**config.mk**
```make
export PLATFORM = sky130hd
export DESIGN_NAME = fx_noise_gate
export DESIGN_NICKNAME = d
export VERILOG_FILES = /design/src/rtl/fx_pkg.sv /design/src/rtl/fx_gate_env.sv /design/src/rtl/fx_noise_gate.sv
export SDC_FILE = /design/constraint.sdc
export NUM_CORES = 1
export LEC_CHECK = 0
export CAP_MARGIN = 10
export CORE_ASPECT_RATIO = 0.9
export CORE_MARGIN = 2
export CORE_UTILIZATION = 30
export CTS_BUF_LIST = sky130_fd_sc_hd__clkbuf_4
export CTS_CLUSTER_SIZE = 20
export DETAILED_ROUTE_END_ITERATION = 7
export SKIP_LAST_GASP = 1
export SYNTH_ARGS = -nofsm -noshare
export SYNTH_HDL_FRONTEND = slang
export SYNTH_SLANG_ARGS = --single-unit
```
**constraint.sdc**
```tcl
create_clock -name clk -period 9.65 [get_ports clk]
set_input_delay 1.93 -clock clk [delete_from_list [all_inputs] [get_ports clk]]
set_output_delay 1.93 -clock clk [all_outputs]
set_load 0.01 [all_outputs]
```
**src/rtl/fx_pkg.sv**
```systemverilog
// ---- fx_pkg: shared types/constants for the FX dynamics stages (rev 1.0) ----
`default_nettype none

package fx_pkg;

  typedef enum logic [2:0] {
    GATE_CLOSED,
    GATE_ATTACK,
    GATE_OPEN,
    GATE_HOLD,
    GATE_RELEASE
  } gate_state_e;

  // Unity gain for a data_w-bit signed path: 1.0 is 2^(data_w-1)
  function automatic int unsigned unity_gain(input int unsigned data_w);
    return 32'd1 << (data_w - 1);
  endfunction

endpackage

`default_nettype wire

```
**src/rtl/fx_gate_env.sv**
```systemverilog
// ---- fx_gate_env: linked-stereo peak detector with slow exponential decay (rev 1.0) ----
`default_nettype none

module fx_gate_env #(
  parameter int DATA_W    = 16,
  parameter int ENV_SHIFT = 10
) (
  input  logic                   clk,
  input  logic                   reset_n,
  input  logic                   sample_en,
  input  logic [1:0][DATA_W-1:0] audio_in,
  output logic [DATA_W-2:0]      env
);

  logic [1:0][DATA_W-2:0] mag;
  logic [DATA_W-2:0]      level;

  for (genvar c = 0; c < 2; c++) begin : g_abs
    logic [DATA_W-1:0] neg;
    assign neg = ~audio_in[c] + 1'b1;
    // Most-negative input has no positive twin; clamp to full-scale positive
    always_comb begin
      if (!audio_in[c][DATA_W-1])
        mag[c] = audio_in[c][DATA_W-2:0];
      else if (audio_in[c][DATA_W-2:0] == '0)
        mag[c] = '1;
      else
        mag[c] = neg[DATA_W-2:0];
    end
  end

  assign level = (mag[0] > mag[1]) ? mag[0] : mag[1];

  always_ff @(posedge clk or negedge reset_n) begin
    if (!reset_n)
      env <= '0;
    else if (sample_en) begin
      if (level > env)
        env <= level;
      else
        env <= env - (env >> ENV_SHIFT);
    end
  end

endmodule

`default_nettype wire

```
**src/rtl/fx_noise_gate.sv**
```systemverilog
// ---- fx_noise_gate: stereo noise gate with clickless gain FSM (rev 1.0) ----
// FX_GATE_METER_EN adds gate_open / env_level meter outputs.
`default_nettype none

module fx_noise_gate
  import fx_pkg::*;
#(
  parameter int DATA_W      = 16,
  parameter int PARAM_W     = 7,
  parameter int ATTACK_STEP = 1024,
  parameter int HOLD_SHIFT  = 6,
  parameter int ENV_SHIFT   = 10
) (
  input  logic                   clk,
  input  logic                   reset_n,
  input  logic                   sample_en,
  input  logic [1:0][DATA_W-1:0] audio_in,
  input  logic [PARAM_W-1:0]     fx_threshold,
  input  logic [PARAM_W-1:0]     fx_hold,
  input  logic [PARAM_W-1:0]     fx_release,
  output logic [1:0][DATA_W-1:0] audio_out
`ifdef FX_GATE_METER_EN
  ,
  output logic                   gate_open,
  output logic [DATA_W-2:0]      env_level
`endif
);

  localparam int HOLD_W = PARAM_W + HOLD_SHIFT;
  localparam logic [DATA_W-1:0] UNITY      = DATA_W'(unity_gain(DATA_W));
  localparam logic [DATA_W-1:0] ATTACK_INC = DATA_W'(ATTACK_STEP);

  gate_state_e         state, nxt_state;
  logic [DATA_W-1:0]   gain, nxt_gain;
  logic [HOLD_W-1:0]   hold_cnt, nxt_hold;
  logic [DATA_W-2:0]   env, thr, thr_close;
  logic [DATA_W-1:0]   rel_step;
  logic [DATA_W:0]     attack_sum;
  logic [HOLD_W-1:0]   hold_load;
  logic [1:0][DATA_W-1:0] scaled;

  fx_gate_env #(
    .DATA_W    (DATA_W),
    .ENV_SHIFT (ENV_SHIFT)
  ) u_env (
    .clk       (clk),
    .reset_n   (reset_n),
    .sample_en (sample_en),
    .audio_in  (audio_in),
    .env       (env)
  );

  assign thr        = {fx_threshold, {(DATA_W-1-PARAM_W){1'b0}}};
  assign thr_close  = thr - (thr >> 3);
  assign rel_step   = DATA_W'(fx_release) + 1'b1;
  assign attack_sum = {1'b0, gain} + {1'b0, ATTACK_INC};
  assign hold_load  = {fx_hold, {HOLD_SHIFT{1'b0}}};

  // env here is the pre-update value, so decisions lag the detector by one sample
  always_comb begin
    nxt_state = state;
    nxt_gain  = gain;
    nxt_hold  = hold_cnt;
    case (state)
      GATE_CLOSED: begin
        nxt_gain = '0;
        if (env > thr) nxt_state = GATE_ATTACK;
      end
      GATE_ATTACK: begin
        if (attack_sum >= {1'b0, UNITY}) begin
          nxt_gain  = UNITY;
          nxt_state = GATE_OPEN;
        end else begin
          nxt_gain = attack_sum[DATA_W-1:0];
        end
      end
      GATE_OPEN: begin
        nxt_gain = UNITY;
        if (env < thr_close) begin
          nxt_state = GATE_HOLD;
          nxt_hold  = hold_load;
        end
      end
      GATE_HOLD: begin
        nxt_gain = UNITY;
        if (env > thr)          nxt_state = GATE_OPEN;
        else if (hold_cnt == '0) nxt_state = GATE_RELEASE;
        else                    nxt_hold  = hold_cnt - 1'b1;
      end
      GATE_RELEASE: begin
        if (env > thr) begin
          nxt_state = GATE_ATTACK;
        end else if (gain <= rel_step) begin
          nxt_gain  = '0;
          nxt_state = GATE_CLOSED;
        end else begin
          nxt_gain = gain - rel_step;
        end
      end
      default: begin
        nxt_state = GATE_CLOSED;
        nxt_gain  = '0;
      end
    endcase
  end

  // Q1.(DATA_W-1) gain multiply; gain <= unity so the result always fits DATA_W
  for (genvar c = 0; c < 2; c++) begin : g_mul
    logic signed [2*DATA_W:0] prod;
    logic                     unused_prod;
    assign prod        = $signed(audio_in[c]) * $signed({1'b0, gain});
    assign scaled[c]   = prod[2*DATA_W-2:DATA_W-1];
    assign unused_prod = ^{prod[2*DATA_W:2*DATA_W-1], prod[DATA_W-2:0]};
  end

  always_ff @(posedge clk or negedge reset_n) begin
    if (!reset_n) begin
      state     <= GATE_CLOSED;
      gain      <= '0;
      hold_cnt  <= '0;
      audio_out <= '0;
    end else if (sample_en) begin
      state     <= nxt_state;
      gain      <= nxt_gain;
      hold_cnt  <= nxt_hold;
      audio_out <= scaled;
    end
  end

`ifdef FX_GATE_METER_EN
  assign gate_open = (state != GATE_CLOSED);
  assign env_level = env;
`endif

endmodule

`default_nettype wire

```
# Yosys cells after proc, flatten, opt, wreduce, memory -nomap -nowiden
# Index checks and enable logic that the tools add are counted.
dict set report word_totals {
  register_bits 79
  in_bits 56
  elab_cells 67
}
dict set report op_classes {
  n_addsub 8
  multipliers 2
  magnitude_cmp 6
  eq_ne 12
  mux 22
  bitwise 2
  n_reduce_logical 9
}
# cell count
set op_table {}
lappend op_table {{$mux W15} 6}
lappend op_table {{$mul A16 B17 Y31} 2}
lappend op_table {{$mux W16} 3}
lappend op_table {{$pmux W16 S3} 1}
lappend op_table {{$gt A15 B15 Y1} 3}
lappend op_table {{$mux W13} 3}
lappend op_table {{$add A15 B1 Y15 const B} 2}
lappend op_table {{$logic_not A15 Y1} 2}
lappend op_table {{$not A15 Y15} 2}
lappend op_table {{$pmux W13 S2} 1}
lappend op_table {{$mux W3} 7}
lappend op_table {{$add A16 B11 Y17 const B} 1}
lappend op_table {{$ge A17 B16 Y1 const B} 1}
lappend op_table {{$le A16 B8 Y1} 1}
lappend op_table {{$sub A16 B8 Y16} 1}
lappend op_table {{$lt A15 B15 Y1} 1}
lappend op_table {{$pmux W3 S5} 1}
lappend op_table {{$sub A15 B12 Y15} 1}
lappend op_table {{$sub A15 B5 Y15} 1}
lappend op_table {{$logic_not A13 Y1} 1}
lappend op_table {{$sub A13 B1 Y13 const B} 1}
lappend op_table {{$ne A2 B2 Y1 const B} 6}
lappend op_table {{$add A7 B1 Y8 const B} 1}
lappend op_table {{$eq A3 B2 Y1 const B} 2}
lappend op_table {{other kinds (9)} 10}

# Depth between registers and ports, before layout
# Gate-level depths: netlist of run 1.
dict set report logic_depth {
  depth_word 8
  mapped_depth 31
}

# Modules after synthesis
# A second synthesis of run 1 with hierarchy kept.
dict set report unflattened {
  cells_unflattened 2655
  area_unflattened_um2 23263.6
}
# module instances cells_per_inst area_each_um2 seq_area_each_um2
set by_module_without_submodules {}
lappend by_module_without_submodules {fx_noise_gate 1 2272 20412.1 1601.5}
lappend by_module_without_submodules {fx_gate_env 1 383 2851.5 375.4}

# Worst setup path before layout of run 1
# No wires, ideal clock.
dict set report synth_timing {
  kind {input port to flip-flop}
  start {in audio_in[1] (netlist bit)}
  end {reg u_env.env[13]}
  setup_time_ns 0.126
  arrival_ns 7.842
  slack_ns 1.682
  cell_stages 26
  path_cell_list {clkbuf_1 clkbuf_1 inv_1 ha_1 or3b_1 nor3_1 nand2_1 or3_1 or3_1 a31o_1 inv_1 ha_1 nand4_1 or2_2 o32ai_1 clkbuf_1 mux2_2 ha_1 nand4_1 or2_1 a21oi_1 o32a_1 clkbuf_1 clkbuf_1 o21ai_0 a221o_1}
}
dict set report synth_via {
  elab_chain_len 8
  word_cells_on_any_way 9
  classes_between {1 x add/sub; 2 x order compare; 4 x mux; 1 x bitwise; 1 x reduce/logical}
}
# element line_no
set synth_rtl {}
lappend synth_rtl {{start: declaration} fx_noise_gate.sv:17} ;# input logic [1:0][DATA_W-1:0] audio_in,
lappend synth_rtl {{$not A15 Y15} fx_gate_env.sv:20} ;# assign neg = ~audio_in[c] + 1'b1;
lappend synth_rtl {{$add A15 B1 Y15} fx_gate_env.sv:20}
lappend synth_rtl {{$mux W15} fx_gate_env.sv:25} ;# else if (audio_in[c][DATA_W-2:0] == '0)
lappend synth_rtl {{$mux W15 (*)} fx_gate_env.sv:23} ;# if (!audio_in[c][DATA_W-1])
lappend synth_rtl {{$gt A15 B15 Y1} fx_gate_env.sv:32} ;# assign level = (mag[0] > mag[1]) ? mag[0] : mag[1];
lappend synth_rtl {{$mux W15 (*)} fx_gate_env.sv:32}
lappend synth_rtl {{$gt A15 B15 Y1} fx_gate_env.sv:38} ;# if (level > env)
lappend synth_rtl {{$mux W15 (*)} fx_gate_env.sv:38}
lappend synth_rtl {{end signal: assignment} fx_gate_env.sv:39} ;# env <= level;
lappend synth_rtl {{end signal: assignment} fx_gate_env.sv:41} ;# env <= env - (env >> ENV_SHIFT);
lappend synth_rtl {{end: declaration} fx_gate_env.sv:12} ;# output logic [DATA_W-2:0] env
# Every way passes the cells marked *; elsewhere a longest branch is shown, timed or not.
# A chain may end at the register's enable or synchronous reset.

# Worst setup path in the final report of run 1
dict set report layout_timing {
  start {in audio_in[2] (netlist bit)}
  end {reg audio_out[11] (netlist bit)}
}
dict set report layout_via {
  elab_chain_len 1
}
# element line_no
set layout_rtl {}
lappend layout_rtl {{$mul A16 B17 Y31} fx_noise_gate.sv:111} ;# assign prod = $signed(audio_in[c]) * $signed({1'b0, gain});
lappend layout_rtl {{end signal: assignment} fx_noise_gate.sv:126} ;# audio_out <= scaled;
lappend layout_rtl {{end: declaration} fx_noise_gate.sv:21} ;# output logic [1:0][DATA_W-1:0] audio_out
# Every way passes these cells.

==> out/metrics.yaml, run 1 <==
synthCells: 2738
area_growth_pct: 9.65
viasPerCell: 4.82
startpoint: "audio_in[2]"
drcViolationCount: 0
syn_area_um2: 23300
grt_pass1_vias: 18600
ys_types: 77
r2r-end: "audio_out[11]"
hold_viol_final: 0
dp_hpwl_mm: 52.0
synth-seq-cells: 79
drv_cap: 0
setup_tns_ns: 0
io_pins: 88
synth_top_flop_cell: "dfrtp_1"
cp-end-kind: "register"
holdWs_ns: 0.516
clock_skew_ns: 0.0371
grt_max_degree: 71
cts_max_level: 3
hold_class: "register to register"
clk_path_buf_depth: 2
rsz0062_at_grt: "false"
grt_pass1_wl_mm: 103
instances_no_fill: 3789
setup_viol: 0
rrSetupSlack_ns: 2.37
p_per_area_nw_per_um2: 200
wl_per_cell_um: 16.8
r2r_start: "gain[9]"
yosysTopAreaCell: "fa_1"
synth_top_cell_area_share: 0.333
clock_latency_ns: 0.58
cp-start-kind: "input port"
overflow: 0
drt_iter0_drc: 1105
numClockSinks: 79
die_w_um: 298
relSlewSlack: 0.214
crit_required_ns: 10.10
cts_tree: "done"
dp_slack_ns: 0.759
globalplace.congestion: 0.846
clk_pin_slew_worst_paths_ns: 0.18
dr.pass1.iters: 5
syn_area_per_cell_um2: 8.51
cp.arrival_ns: 8.83
slew_violations: 0
hold_buffers: 0
crit_fanout: 15
p_leak_nw: 12.9
antenna_found_initial: 3
vdd.ir_drop.worst_v: 0.000186
synth_edf_count: 0
core_um2: 76600
dr_total_vias: 18300
fin_crit_sh: 0.869
worstRegToRegCells: 20
layout-drive-gt1-share: 0.0460
io_buffers: 87
setup_slack_ns: 1.27
path_class: "input port to register"
period_minus_slack_ns: 8.38
endpoint: "audio_out[11]"
die_h_um: 268
max_freq_mhz: 119
synth_area_leaders: "fa_1 (33%), ha_1 (15%), inv_1 (8.6%), dfrtp_1 (8.5%), and2_1 (5.8%)"
place_inst: 3771
final_nets: 3483
cts-buffers-inserted: 9
ant_nets: 0
cts_root_buf: "clkbuf_4"
post_cts_resized: 0
ys_warn_count: 0
drt-total-wl_mm: 63.8
dieArea_um2: 79900
row_count: 96
track_usage: 0.163
start_util: 0.304
async_reset_ff_frac: 1.00
status: "finished clean"
worst_slew_pin_slew_ns: 1.17
cts_setup_buffers: 0
synth_nets: 3468
synth-seq-area-share: 0.0848
sequential cells by signal, indices dropped and copies added (netlist names):
register,flops
audio_out,32
gain,16
u_env.env,15
hold_cnt,13
state,3
cell usage after synthesis, types with 28 or more instances:
| cell type | number |
|---|---|
| a21o_1 | 43 |
| a21oi_1 | 80 |
| and2_1 | 215 |
| clkbuf_1 | 136 |
| dfrtp_1 | 79 |
| fa_1 | 388 |
| ha_1 | 286 |
| inv_1 | 537 |
| mux2_2 | 28 |
| nand2_1 | 348 |
| nand2b_1 | 29 |
| nand3_1 | 33 |
| nor2_1 | 96 |
| nor3_1 | 33 |
| o21ai_0 | 71 |
| o21ai_1 | 36 |
| xnor2_1 | 41 |
power by group:
group	internal [mW]	switching [mW]
clock network	0.0840	0.170
registers	0.483	0.175
logic	1.80	2.40
total	2.37	2.74
routing by layer:
metal,vias to the layer above,track usage,wire length [um]
met1,9173,0.231,30000
met5,-,0,10
li1,8609,-,-
met3,73,0.0286,3730
met4,2,0.0422,1500
met2,395,0.257,28500
through the flow:
step	utilization	total power [mW]	instance area, um2
floorplan	-	3.63	23300
global placement	0.331	4.84	25400
detailed placement	0.331	4.88	25400
CTS	0.333	5.18	25500
global route	0.333	5.76	25600
finish	0.333	5.12	25600
critical path: stages:
cell and delay [ns]:
clkdlybuf4s50_1 0.96, nand2_1 0.17, fa_1 0.51, fa_1 0.51
fa_1 0.51, inv_1 0.05, fa_1 0.48, fa_1 0.49
inv_1 0.05, fa_1 0.47, inv_1 0.04, ha_1 0.31
a21oi_1 0.16, o21ai_1 0.10, o22ai_1 0.35, a21oi_1 0.18
o41ai_1 0.76, nor2b_1 0.19, a21oi_1 0.23, xnor2_1 0.08
mux2_2 0.26
worst min path at each step:
| stage | slack [ns] | end | from | cells past startpoint |
|---|---|---|---|---|
| final | 0.52 | hold_cnt[3] | hold_cnt[3] | 1 |
| after detailed placement | 0.49 | hold_cnt[11] | hold_cnt[11] | 1 |
| after global placement | 0.48 | audio_out[22] | audio_out[22] | 2 |
| after CTS | 0.53 | audio_out[22] | audio_out[22] | 2 |
| after global routing | 0.54 | audio_out[21] | audio_out[21] | 2 |
| after floorplan | 0.46 | hold_cnt[11] | hold_cnt[11] | 1 |
cell families (layout without fill, tap and decap cells):
kind of cell,count (synthesis),in the layout,share of synthesized area
simple gates,845,845,0.179
buf+inv,688,708,0.111
fa+ha+maj,674,674,0.487
compound gates,351,351,0.0968
flops,79,79,0.0848
xor+xnor,62,62,0.0233
mux,39,39,0.0185
other cells,0,2,0
cells in the final DEF, fill, tap and decap left out, types with 13 or more instances in the layout:
master and instances:
nand4_1 20, nor3_1 33, nand3_1 33, o21ai_1 36, xor2_1 21, nand2_1 348
or3_1 14, fa_1 388, a21oi_1 80, clkdlybuf4s50_1 85, a21o_1 43, nor2_1 96
ha_1 286, inv_1 537, xnor2_1 41, nand2b_1 29, o31ai_1 13, mux2_2 28
dfrtp_1 77, o21ai_0 71, nor2b_1 15, buf_4 66, and2_1 215
cell type report:
| cell class | count | area [um2] |
|---|---|---|
| diodes | 2 | 5.00 |
| inverters | 540 | 2030 |
| clock inverters | 7 | 83.8 |
| multi-input cells | 1971 | 18800 |
| fillers | 8177 | 51100 |
| well taps | 1029 | 1290 |
| flip-flops and latches | 79 | 1980 |
| clock buffers | 9 | 67.6 |
| repair buffers | 152 | 1350 |
(Power assumes the default switching activity.)
==> run 2: changes to the inputs <==
--- a/config.mk
+++ b/config.mk
@@ -10,9 +10,12 @@
 export CORE_MARGIN = 2
 export CORE_UTILIZATION = 30
 export CTS_BUF_LIST = sky130_fd_sc_hd__clkbuf_4
+export CTS_CLUSTER_DIAMETER = 150
 export CTS_CLUSTER_SIZE = 20
 export DETAILED_ROUTE_END_ITERATION = 7
+export HOLD_SLACK_MARGIN = 0.1
 export SKIP_LAST_GASP = 1
 export SYNTH_ARGS = -nofsm -noshare
 export SYNTH_HDL_FRONTEND = slang
+export SYNTH_HIERARCHICAL = 1
 export SYNTH_SLANG_ARGS = --single-unit
==> run 2 against run 1 <==
  * Hold slack got worse by 0.0035 ns
  * Utilization fell by 0.072 points
  * Worst setup slack got worse by 0.031 ns
  * Non-clock buffer count fell by 14
  * Final cell count fell by 1.8%
  * First-iteration DRC count fell by 6.9%
  * Final area fell by 0.37%
  * Synthesized cell count fell by 3.0%
  * Fmax fell by 0.37%
  * Clock power rose by 6%
  * Sequential power fell by 13%
  * Clock skew rose by 0.034 ns
==> out/metrics.yaml, run 2 <==
status: "finished clean"
power.internal_mw: 1.19
reg.largest.list: "audio_out x32, gain x16, u_env/env x15"
ys_top_cells_by_count: "inv_1 (499), fa_1 (388), nand2_1 (349)"
yosysTopAreaCell: "fa_1"
placed_area_um2: 25300
largest_reg_flops: 32
synth.most_common_cell: "inv_1"
start_util: 0.304
ys_types: 92
globalplace.congestion: 0.835
rsz0062_at_grt: "false"
slew_violations: 0
cp-start-kind: "input port"
cp-end-kind: "register"
hold_viol_final: 0
viasPerCell: 4.87
vdd.ir_drop.worst_v: 0.0000799
fin_crit_sh: 0.872
setup_tns_ns: 0
fillers: 7968
synth_edf_count: 0
final_nets: 3416
io_pins: 88
switching_share: 0.473
numClockSinks: 79
antenna_found_initial: 5
max_freq_mhz: 119
cp.arrival_ns: 8.84
cts_max_level: 3
cts-buffers-inserted: 9
clk_pin_slew_worst_paths_ns: 0.17
synth-seq-cells: 79
drcViolationCount: 0
relSlewSlack: 0.209
final_cell_mix: "inv_1 (499), fa_1 (388), nand2_1 (349), ha_1 (286), and2_1 (217)"
track_usage: 0.160
syn_area_per_cell_um2: 8.76
synth_top_cell_area_share: 0.334
die_h_um: 268
p_leak_nw: 12.5
ys_warn_count: 6
grt_max_degree: 59
cts_setup_buffers: 0
setup_viol: 0
synth-seq-area-share: 0.0850
die_w_um: 298
clock_latency_ns: 0.62
drt-total-wl_mm: 62.6
power_frac_comb: 0.626
drt_iter0_drc: 1029
core_um2: 76500
hold_class: "register to register"
fin_area_um2: 25500
crit_fanout: 20
p_sw_mw: 1.07
area_growth_pct: 9.43
dp_hpwl_mm: 49.5
wl_per_cell_um: 16.8
p_per_area_nw_per_um2: 88.8
overflow: 0
row_count: 96
crit_required_ns: 10.08
p_clk_frac: 0.119
synth_top_flop_cell: "dfrtp_1"
drv_cap: 0
grt_pass1_vias: 18400
clk_path_buf_depth: 2
ant_nets: 0
dr_total_vias: 18100
clock_skew_ns: 0.0709
dr.pass1.iters: 5
cts_root_buf: "clkbuf_4"
grt_pass1_wl_mm: 102
io_buffers: 87
async_reset_ff_frac: 1.00
synthCells: 2655
dieArea_um2: 79800
path_class: "input port to register"
post_cts_resized: 0
syn_area_um2: 23300
largest_register: "audio_out"
layout_commonest_cell: "inv_1"
cts_tree: "done"
worst_slew_pin_slew_ns: 1.19
synth_area_leaders: "fa_1 (33%), ha_1 (15%), dfrtp_1 (8.5%), inv_1 (8.1%), and2_1 (5.8%)"
hold_buffers: 0
rrSetupSlack_ns: 2.37
pwr-share-seq: 0.254
layout-drive-gt1-share: 0.0561
period_minus_slack_ns: 8.42
synth_nets: 3385
## run 2: cell count changes after synthesis, sizes merged, moves of 7 or more
cell,change
clkbuf,-28
a21o,-11
a31oi,+13
o21ai,-33
inv,-41
and3,+8
a211oi,+10
nor2,-14
a221o,-7
## run 2: power by group through the flow
stage | registers [mW] | logic, mW | clock network (mW)
2_1_floorplan | 0.560 | 0.967 | 0
6_report | 0.575 | 1.42 | 0.270
3_3_place_gp | 0.584 | 1.41 | 0
3_5_place_dp | 0.583 | 1.42 | 0
4_1_cts | 0.577 | 1.43 | 0.280
5_1_grt | 0.595 | 1.59 | 0.291
## run 2: metrics by stage
stage          utilization  hold WS (ns)  cells  setup slack, ns  total power [mW]
2_1_floorplan            -         0.459   2655             2.07              1.53
6_report             0.333         0.513   3722             1.23              2.26
3_5_place_dp         0.330         0.494   3704            0.646              2.00
4_1_cts              0.333         0.519   3720             1.31              2.28
5_1_grt              0.333         0.542   3721            0.799              2.48
3_3_place_gp         0.330         0.489   3704            0.700              1.99
## run 2: cells by family after synthesis
group	Yosys count	synth area share
and+or+nand+nor	836	0.180
adders and majority gates	674	0.488
buffers and inverters	618	0.103
AOI/OAI and AO/OA	343	0.100
DFF	79	0.0850
xor gates and xnor gates	63	0.0237
muxes	42	0.0205
## run 2: path summary, 6_finish.rpt
path,start,endpoint,cells past startpoint
min,hold_cnt[0],hold_cnt[0],1
min reg2reg,hold_cnt[0],hold_cnt[0],1
max,audio_in[19],u_env/env[10],21
min in group asynchronous,reset_n,audio_out[27],1
max reg2reg,gain[12],audio_out[24],20
max in group asynchronous,reset_n,gain[2],2
## run 2: area by class of cell
type	count	area [um2]	share of cell area
multi-input cells	1958	18900	0.742
flip-flops and latches	79	1980	0.0778
inverters	500	1880	0.0737
clock inverters	6	93.8	0.00369
repair buffers	138	1250	0.0490
diodes	2	5.00	0.000197
well taps	1029	1290	0.0506
clock buffers	10	75.1	0.00295
## run 2: critical path, cell delays in order
cell,delay [ns]
clkdlybuf4s50_1,0.88
or4_4,0.78
nor4_2,0.57
a311oi_1,0.17
a21oi_1,0.24
inv_1,0.07
ha_1,0.31
nand4_1,0.14
nor2_1,0.19
o31a_1,0.19
o41a_1,0.92
mux2i_1,0.57
ha_1,0.34
a211oi_1,0.24
nor2_1,0.08
o31ai_1,0.26
a31oi_1,0.12
buf_4,0.20
nor2_1,0.33
a2bb2o_2,0.25
a21oi_2,0.05
## run 2: per-layer routing
layer  routed length [um]  part of all wire  vias to the layer above  GRT usage
li1                     -                 -                     8488          -
met1                29000              0.46                     9083      0.226
met2                28400              0.45                      493      0.257
met3                 3590             0.057                       76     0.0240
met4                 1570             0.025                        4     0.0427
met5                   17           0.00027                        -          0
==> run 3: changes to the inputs <==
--- a/config.mk
+++ b/config.mk
@@ -6,7 +6,7 @@
 export NUM_CORES = 1
 export LEC_CHECK = 0
 export CAP_MARGIN = 10
-export CORE_ASPECT_RATIO = 0.9
+export CORE_ASPECT_RATIO = 1.75
 export CORE_MARGIN = 2
 export CORE_UTILIZATION = 30
 export CTS_BUF_LIST = sky130_fd_sc_hd__clkbuf_4
@@ -14,6 +14,7 @@
 export CTS_CLUSTER_SIZE = 20
 export DETAILED_ROUTE_END_ITERATION = 7
 export HOLD_SLACK_MARGIN = 0.1
+export SETUP_SLACK_MARGIN = 0.3
 export SKIP_LAST_GASP = 1
 export SYNTH_ARGS = -nofsm -noshare
 export SYNTH_HDL_FRONTEND = slang
==> run 3 against run 2 <==
  * Global-route usage grew 1.6 points
  * Critical path depth did not move
  * Combinational power barely moved
  * Final area barely moved
  * Worst setup slack better by 0.17 ns
  * Clock skew shrank 0.019 ns
  * Wire length increased by 9.8%
  * Sequential cell count is the same
  * Die area increased by 0.11%
  * Hold slack worse by 0.011 ns
  * Count of clock-buffer cells in the layout decreased by 1
  * Register-to-register slack better by 0.38 ns
  * Critical path type unchanged
  * Critical endpoint is now audio_out[10]
  * Largest power group unchanged
==> out/metrics.yaml, run 3 (same netlist as run 2, synthesis figures left out) <==
status: "finished clean"
clk_pin_slew_worst_paths_ns: 0.15
place_inst: 3701
io_buffers: 87
largest_reg_flops: 32
cts_root_buf: "clkbuf_4"
cts-buffers-inserted: 9
dieArea_um2: 79900
holdWs_ns: 0.502
fillers: 8228
reg.largest.list: "audio_out x32, gain x16, u_env/env x15"
hold_class: "register to register"
overflow: 0
crit_required_ns: 10.11
core_um2: 77000
area_growth_pct: 9.34
drt-total-wl_mm: 68.7
p_leak_nw: 12.4
cp-end-kind: "register"
setup_viol: 0
cp-start-kind: "input port"
slew_violations: 0
hold_buffers: 0
drv_cap: 0
cts_max_level: 3
final_cell_mix: "inv_1 (499), fa_1 (388), nand2_1 (349), ha_1 (286), and2_1 (217)"
setup_slack_ns: 1.40
crit_fanout: 15
fin_crit_sh: 0.855
clock_latency_ns: 0.59
drcViolationCount: 0
cts_setup_buffers: 0
post_cts_resized: 0
row_count: 135
largest_register: "audio_out"
max_freq_mhz: 121
cp.arrival_ns: 8.71
worst_slew_pin_slew_ns: 1.10
grt_max_degree: 59
dr.pass1.iters: 8
viasPerCell: 4.97
io_pins: 88
p_per_area_nw_per_um2: 88.9
antenna_found_initial: 3
ant_nets: 0
relSlewSlack: 0.264
instances_no_fill: 3718
clock_skew_ns: 0.0520
track_usage: 0.176
dp_hpwl_mm: 54.9
layout_commonest_cell: "inv_1"
die_w_um: 215
grt_pass1_vias: 20000
clk_path_buf_depth: 2
path_class: "input port to register"
grt_pass1_wl_mm: 109
start_util: 0.302
final_nets: 3415
setup_tns_ns: 0
wl_per_cell_um: 18.5
final_util: 0.330
vdd.ir_drop.worst_v: 0.000142
hold_viol_final: 0
numClockSinks: 79
die_h_um: 372
layout-drive-gt1-share: 0.0572
globalplace.congestion: 0.877
dr_total_vias: 18500
drt_iter0_drc: 843
period_minus_slack_ns: 8.25
dp_slack_ns: 0.754
rsz0062_at_grt: "false"
cts_tree: "done"
## run 3: layout make-up
type	count	area, um2	share of cell area
sequential	79	1990	0.0781
antenna	1	2.50	0.0000984
multi-input combinational	1958	18900	0.743
tap	1027	1280	0.0505
timing repair buffer	137	1240	0.0487
inverter	500	1880	0.0738
clock buffer	9	67.6	0.00266
clock inverter	7	87.6	0.00344
## run 3: worst paths after layout
kind	from	to	slack, ns	cells after the start
worst min register to register	audio_out[22]	audio_out[22]	0.50	1
worst min-delay path	audio_out[22]	audio_out[22]	0.50	1
worst max-delay path	audio_in[8]	audio_out[10]	1.40	21
min in group asynchronous	reset_n	audio_out[27]	1.25	1
worst max register to register	gain[1]	audio_out[15]	2.75	21
max in group asynchronous	reset_n	gain[3]	7.23	2
## run 3: routing by layer
metal	share of wire	vias to the layer above	GRT usage
li1	-	8486	-
met1	0.37	9418	0.189
met2	0.55	410	0.340
met3	0.030	146	0.0144
met4	0.056	2	0.0966
met5	0.00016	-	0
## run 3: critical path, stage by stage
cell             delay (ns)
clkdlybuf4s50_1        1.10
buf_4                  0.30
nand2_1                0.09
fa_1                   0.55
inv_1                  0.05
fa_1                   0.42
fa_1                   0.50
fa_1                   0.51
fa_1                   0.50
inv_1                  0.05
fa_1                   0.47
inv_1                  0.04
ha_1                   0.32
o21ai_0                0.10
a211o_1                0.30
o31ai_1                0.29
a211oi_2               0.10
a21oi_1                0.46
a311oi_1               0.21
xnor2_1                0.15
mux2_2                 0.26
## run 3: where the power goes
| part | total, mW | internal [mW] | switching [mW] | leakage, nW |
|---|---|---|---|---|
| Combinational | 1.43 | 0.638 | 0.792 | 11.4 |
| Clock | 0.253 | 0.0854 | 0.167 | 0.0854 |
| Sequential | 0.579 | 0.447 | 0.132 | 0.951 |
## run 3: stage by stage
step	total power [mW]	area (um2)
floorplan	1.53	23300
global route	2.48	25400
CTS	2.29	25400
detailed placement	2.02	25300
finish	2.26	25400
global placement	2.02	25300
